<file path="config.mk">
export PLATFORM = sky130hd
export DESIGN_NAME = enabled_decoder_seq_flat
export DESIGN_NICKNAME = d
export VERILOG_FILES = /design/src/rtl/enabled_decoder_seq_if.sv /design/src/rtl/enabled_decoder_seq.sv /design/src/flat_wrapper.sv
export SDC_FILE = /design/constraint.sdc
export NUM_CORES = 1
export LEC_CHECK = 0
export BUFFER_PORTS_ARGS = -buffer_cell sky130_fd_sc_hd__clkbuf_2
export CORE_UTILIZATION = 49
export CTS_CLUSTER_SIZE = 14
export DETAILED_ROUTE_END_ITERATION = 7
export PLACE_DENSITY = 0.76
export SLEW_MARGIN = 20
export SYNTH_ARGS = -nofsm -noshare
export SYNTH_HDL_FRONTEND = slang
export SYNTH_SLANG_ARGS = --single-unit
export TNS_END_PERCENT = 50
</file>
<file path="constraint.sdc">
create_clock -name clk -period 3.95 [get_ports clk]
set_input_delay 1.185 -clock clk [delete_from_list [all_inputs] [get_ports clk]]
set_output_delay 1.185 -clock clk [all_outputs]
set_load 0.01 [all_outputs]
</file>
<file path="src/rtl/enabled_decoder_seq_if.sv">
// enabled_decoder_seq_if -- control/decode bundle for enabled_decoder_seq.
//   master : drives en, mode, sel, load (and dir when ENABLED_DECODER_SEQ_DOWN_EN
//            is defined); observes out, idx, wrap.
//   slave  : the decoder side of the same signals.
// The optional dir signal exists only when ENABLED_DECODER_SEQ_DOWN_EN is defined.
interface enabled_decoder_seq_if #(
  parameter int SEL_W = 3
);
  localparam int N = 2 ** SEL_W;

  logic             en;
  logic             mode;
  logic [SEL_W-1:0] sel;
  logic             load;
  logic [N-1:0]     out;
  logic [SEL_W-1:0] idx;
  logic             wrap;
`ifdef ENABLED_DECODER_SEQ_DOWN_EN
  logic             dir;

  modport master (output en, mode, sel, load, dir, input out, idx, wrap);
  modport slave  (input en, mode, sel, load, dir, output out, idx, wrap);
`else
  modport master (output en, mode, sel, load, input out, idx, wrap);
  modport slave  (input en, mode, sel, load, output out, idx, wrap);
`endif
endinterface

</file>
<file path="src/rtl/enabled_decoder_seq.sv">
// enabled_decoder_seq -- registered one-hot decoder with an auto-scan mode.
//   clk     : single clock, rising edge
//   reset_n : asynchronous active-low reset
//   bus     : enabled_decoder_seq_if.slave
//             en/mode/sel/load (+dir) in; out (one-hot), idx, wrap out
// Parameters: SEL_W (1..6) select width, N = 2**SEL_W outputs;
//             SCAN_DIV (1..255) clocks per scan step.
// Optional feature: define ENABLED_DECODER_SEQ_DOWN_EN to add bus.dir,
// which makes the scan count down (modulo N) while dir=1.
module enabled_decoder_seq #(
  parameter int SEL_W    = 3,
  parameter int SCAN_DIV = 1
) (
  input logic              clk,
  input logic              reset_n,
  enabled_decoder_seq_if.slave bus
);
  localparam int N = 2 ** SEL_W;
  localparam logic [7:0] DIV_MAX = 8'(SCAN_DIV - 1);

  typedef enum logic [1:0] {IDLE, DIRECT, SCAN} state_t;

  state_t           state;
  logic [N-1:0]     out_q;
  logic [SEL_W-1:0] idx_q;
  logic             wrap_q;
  logic [7:0]       div_q;

  logic [SEL_W-1:0] idx_step;   // idx after one scan step
  logic             at_edge;    // this step crosses the N-1 <-> 0 boundary

  function automatic logic [N-1:0] onehot(input logic [SEL_W-1:0] i);
    logic [N-1:0] v;
    v    = '0;
    v[i] = 1'b1;
    return v;
  endfunction

  always_comb begin
    idx_step = idx_q + 1'b1;
    at_edge  = (idx_q == SEL_W'(N - 1));
`ifdef ENABLED_DECODER_SEQ_DOWN_EN
    if (bus.dir) begin
      idx_step = idx_q - 1'b1;
      at_edge  = (idx_q == '0);
    end
`endif
  end

  always_ff @(posedge clk or negedge reset_n) begin
    if (!reset_n) begin
      state  <= IDLE;
      out_q  <= '0;
      idx_q  <= '0;
      wrap_q <= 1'b0;
      div_q  <= '0;
    end else begin
      wrap_q <= 1'b0;
      if (!bus.en) begin
        // idx deliberately holds so a later scan resumes where it was
        state <= IDLE;
        out_q <= '0;
        div_q <= '0;
      end else if (!bus.mode) begin
        state <= DIRECT;
        idx_q <= bus.sel;
        out_q <= onehot(bus.sel);
        div_q <= '0;
      end else if (state != SCAN) begin
        // entry edge: show the current idx, start a fresh divider period
        state <= SCAN;
        out_q <= onehot(idx_q);
        div_q <= '0;
      end else if (bus.load) begin
        idx_q <= bus.sel;
        out_q <= onehot(bus.sel);
        div_q <= '0;
      end else if (div_q == DIV_MAX) begin
        div_q  <= '0;
        idx_q  <= idx_step;
        out_q  <= onehot(idx_step);
        wrap_q <= at_edge;
      end else begin
        div_q <= div_q + 8'd1;
      end
    end
  end

  assign bus.out  = out_q;
  assign bus.idx  = idx_q;
  assign bus.wrap = wrap_q;
endmodule
</file>
<file path="src/flat_wrapper.sv">
// flat-port wrapper written by rule: the top's interface ports become plain ports
module enabled_decoder_seq_flat 
#(
  parameter int SEL_W    = 3,
  parameter int SCAN_DIV = 1
)
  (clk, reset_n, bus_en, bus_mode, bus_sel, bus_load, bus_out, bus_idx, bus_wrap);
  enabled_decoder_seq_if #(.SEL_W(SEL_W)) bus_i ();
  input logic clk;
  input logic reset_n;
  input wire logic [$bits(bus_i.en)-1:0] bus_en;
  input wire logic [$bits(bus_i.mode)-1:0] bus_mode;
  input wire logic [$bits(bus_i.sel)-1:0] bus_sel;
  input wire logic [$bits(bus_i.load)-1:0] bus_load;
  output wire logic [$bits(bus_i.out)-1:0] bus_out;
  output wire logic [$bits(bus_i.idx)-1:0] bus_idx;
  output wire logic [$bits(bus_i.wrap)-1:0] bus_wrap;
  assign bus_i.en = bus_en;
  assign bus_i.mode = bus_mode;
  assign bus_i.sel = bus_sel;
  assign bus_i.load = bus_load;
  assign bus_out = bus_i.out;
  assign bus_idx = bus_i.idx;
  assign bus_wrap = bus_i.wrap;
  enabled_decoder_seq #(.SEL_W(SEL_W), .SCAN_DIV(SCAN_DIV)) u_core (.clk(clk), .reset_n(reset_n), .bus(bus_i));
endmodule
</file>
==> results.sh <==
export IMPL_rsz0062_at_grt="false"
export IMPL_ctsRootBufferMaster="clkbuf_4"
export IMPL_start_util=0.537
export IMPL_synthArstFlopShare=1.00
export IMPL_finalWorstSetupSlack_ps=1650
export IMPL_cpPeakStageDelay_ps=590
export IMPL_syn_to_final_growth_pct=8.26
export IMPL_cts_resized=0
export IMPL_period_needed_ps=2300
export IMPL_fillers=256
export IMPL_dr_wl_met3_um=163
export IMPL_crit_family="flip-flops"
export IMPL_critPathBufInv=1
export IMPL_grt_max_degree=24
export IMPL_crit_type="reg -> out"
export IMPL_crit_chain="clkbuf_2"
export IMPL_crit_fanout=13
export IMPL_p_per_area_nw_per_um2=325
export IMPL_cts_setup_buffers=0
export IMPL_die_w_um=55.0
export IMPL_via_per_inst=6.28
export IMPL_route_vias_total=1243
export IMPL_ctsHoldBuffers=0
export IMPL_gp_congestion=0.916
export IMPL_wl_per_cell_um=15.7
export IMPL_crit_path_start_kind="register"
export IMPL_drtAntennaViolNets=0
export IMPL_die_h_um=55.0
export IMPL_synth_area_leaders="dfrtp_1 (40%), nor2_1 (4.9%), nand3_1 (4.4%)"
export IMPL_maxSlewViolCount=0
export IMPL_grt_pass1_vias=1053
export IMPL_final_cell_mix="dfrtp_1 (22), clkbuf_2 (19), nor2_1 (18)"
export IMPL_antenna_found_initial=0
export IMPL_htreeDepth=1
export IMPL_layout_cells_non_filler=198
export IMPL_gr_total_overflow=0
export IMPL_met2_length_um=1460
export IMPL_io_buffer_count=19
export IMPL_yosys_warnings=0
export IMPL_cp_arrival_ps=1110
export IMPL_dpl_hpwl_um=2260
export IMPL_m1WireLength_um=1420
export IMPL_synth_seq_cells=22
export IMPL_worst_pin_slew_ps=596
export IMPL_finalSetupTns_ps=0
export IMPL_synth_edf_count=0
export IMPL_cts_tree="built"
export IMPL_dp_cells=194
export IMPL_ys_seq_area_frac=0.399
export IMPL_status="finished clean"
export IMPL_avgSynthCellArea_um2=8.78
export IMPL_setup_viol=0
export IMPL_synth_top_cell_area_share=0.399
export IMPL_num_nets_final=181
export IMPL_yosys_area_top_type="dfrtp_1"
export IMPL_layout_drive_gt1_share=0.161
export IMPL_clkSlewWorstSetupHoldPaths_ps=120
export IMPL_wl_um=3110
export IMPL_die_area_um2=3030
export IMPL_netlist_cell_type_count=37
export IMPL_clock_skew_ps=6.86
export IMPL_slew_headroom=0.601
export IMPL_core_area_um2=2570
export IMPL_grt_usage=0.229
export IMPL_diodes=0
export IMPL_critPathRequiredTime_ps=2760
export IMPL_cts_sinks=22
export IMPL_drt_iter0_drc=50
export IMPL_pre_cts_slack_ps=1360
export IMPL_crit_path_end_kind="output pin"
export IMPL_finalHoldViolations=0
export IMPL_ys_flop_type="dfrtp_1"
export IMPL_synth_area_um2=1380
export IMPL_min_path_type="reg -> reg"
export IMPL_grt_pass1_wl_um=4950
export IMPL_slowest_stage="dfrtp_1"
export IMPL_fmax_ghz=0.436
export IMPL_num_rows=18
export IMPL_drc=0
export IMPL_synthCells=157
export IMPL_synth_nets=169
export IMPL_cts_max_path_buffers=2
export IMPL_dr_max_layer_used="met4"
export IMPL_period_share=0.581
export IMPL_ir_drop_mv=0.246
export IMPL_cts_buffers=3
export IMPL_final_common_cell="dfrtp_1"
export IMPL_leakage_uw=0.000704
export IMPL_dr_pass1_iters=4
export IMPL_clk_latency_ps=310
export IMPL_pin_count=20
export IMPL_drv_cap=0
Yosys cell counts, types with 2 or more instances:
cell type / instances
a21oi_1: 3
xor2_1: 5
o211ai_1: 2
o21ai_0: 2
a31o_2: 3
nand2_1: 9
a32o_1: 3
a31oi_1: 9
o2bb2ai_1: 2
buf_1: 2
o32ai_1: 2
and3b_1: 3
nor3b_1: 3
nor4_1: 5
ha_1: 4
o22ai_1: 6
clkbuf_1: 7
nor2_1: 18
dfrtp_1: 22
nor3_1: 3
and3_1: 3
nor2b_1: 7
nand3_1: 12
inv_1: 7
buf_2: 2
nand2b_1: 2
path summary, 6_finish.rpt:
check                      cells after the start              start  slack (ps)                end
hold reg to reg                                2  u_core.bus.out[7]         550  u_core.bus.out[7]
max in group asynchronous                      1            reset_n        2750  u_core.bus.idx[0]
min in group asynchronous                      1            reset_n         830    u_core.div_q[2]
hold / removal                                 2  u_core.bus.out[7]         550  u_core.bus.out[7]
setup reg to reg                               6    u_core.div_q[0]        1740  u_core.bus.out[7]
setup / recovery                               1  u_core.bus.idx[0]        1650         bus_idx[0]
where the power goes:
part           leakage [uW]  internal, uW  switching (uW)
Sequential         0.000298           236            19.0
Clock             0.0000210          56.3            68.4
Combinational      0.000386          40.1            64.5
logic make-up (layout without fill, tap and decap cells):
kind of cell / count (synthesis) / count (layout) / share of synthesized area
adder cells (fa/ha/maj): 4 / 4 / 0.0363
AND/OR/NAND/NOR: 70 / 70 / 0.270
flip-flops: 22 / 22 / 0.399
XOR/XNOR: 6 / 6 / 0.0381
buffers and inverters: 19 / 30 / 0.0590
AO/OA/AOI/OAI: 36 / 36 / 0.197
per-stage QoR:
step                instance area [um2]   util  hold WS [ps]  total power, uW
detailed placement                 1460  0.567           529              362
global route                       1490  0.581           584              510
finish                             1490  0.581           548              485
global placement                   1460  0.567           513              360
CTS                                1490  0.581           558              486
floorplan                          1380      -           485              326
sequential cells by signal (all words and copies together), names as in the netlist:
name             count
u_core.bus.idx       3
u_core.state         2
u_core.bus.out       8
u_core.bus.wrap      1
u_core.div_q         8
routing by layer:
metal  global-route usage  vias to the layer above
met5                    0                        -
met1                0.328                      598
met2                0.339                       43
li1                     -                      596
met3               0.0328                        6
met4               0.0958                        0
area by class of cell:
cell class | count | area [um2] | area share
timing repair buffer | 19 | 95.1 | 0.0637
multi-input combinational | 116 | 747 | 0.500
inverter | 7 | 26.3 | 0.0176
clock buffer | 4 | 36.3 | 0.0243
sequential | 22 | 551 | 0.369
tap | 30 | 37.5 | 0.0251
No activity file was read; power rests on OpenSTA's default activity.
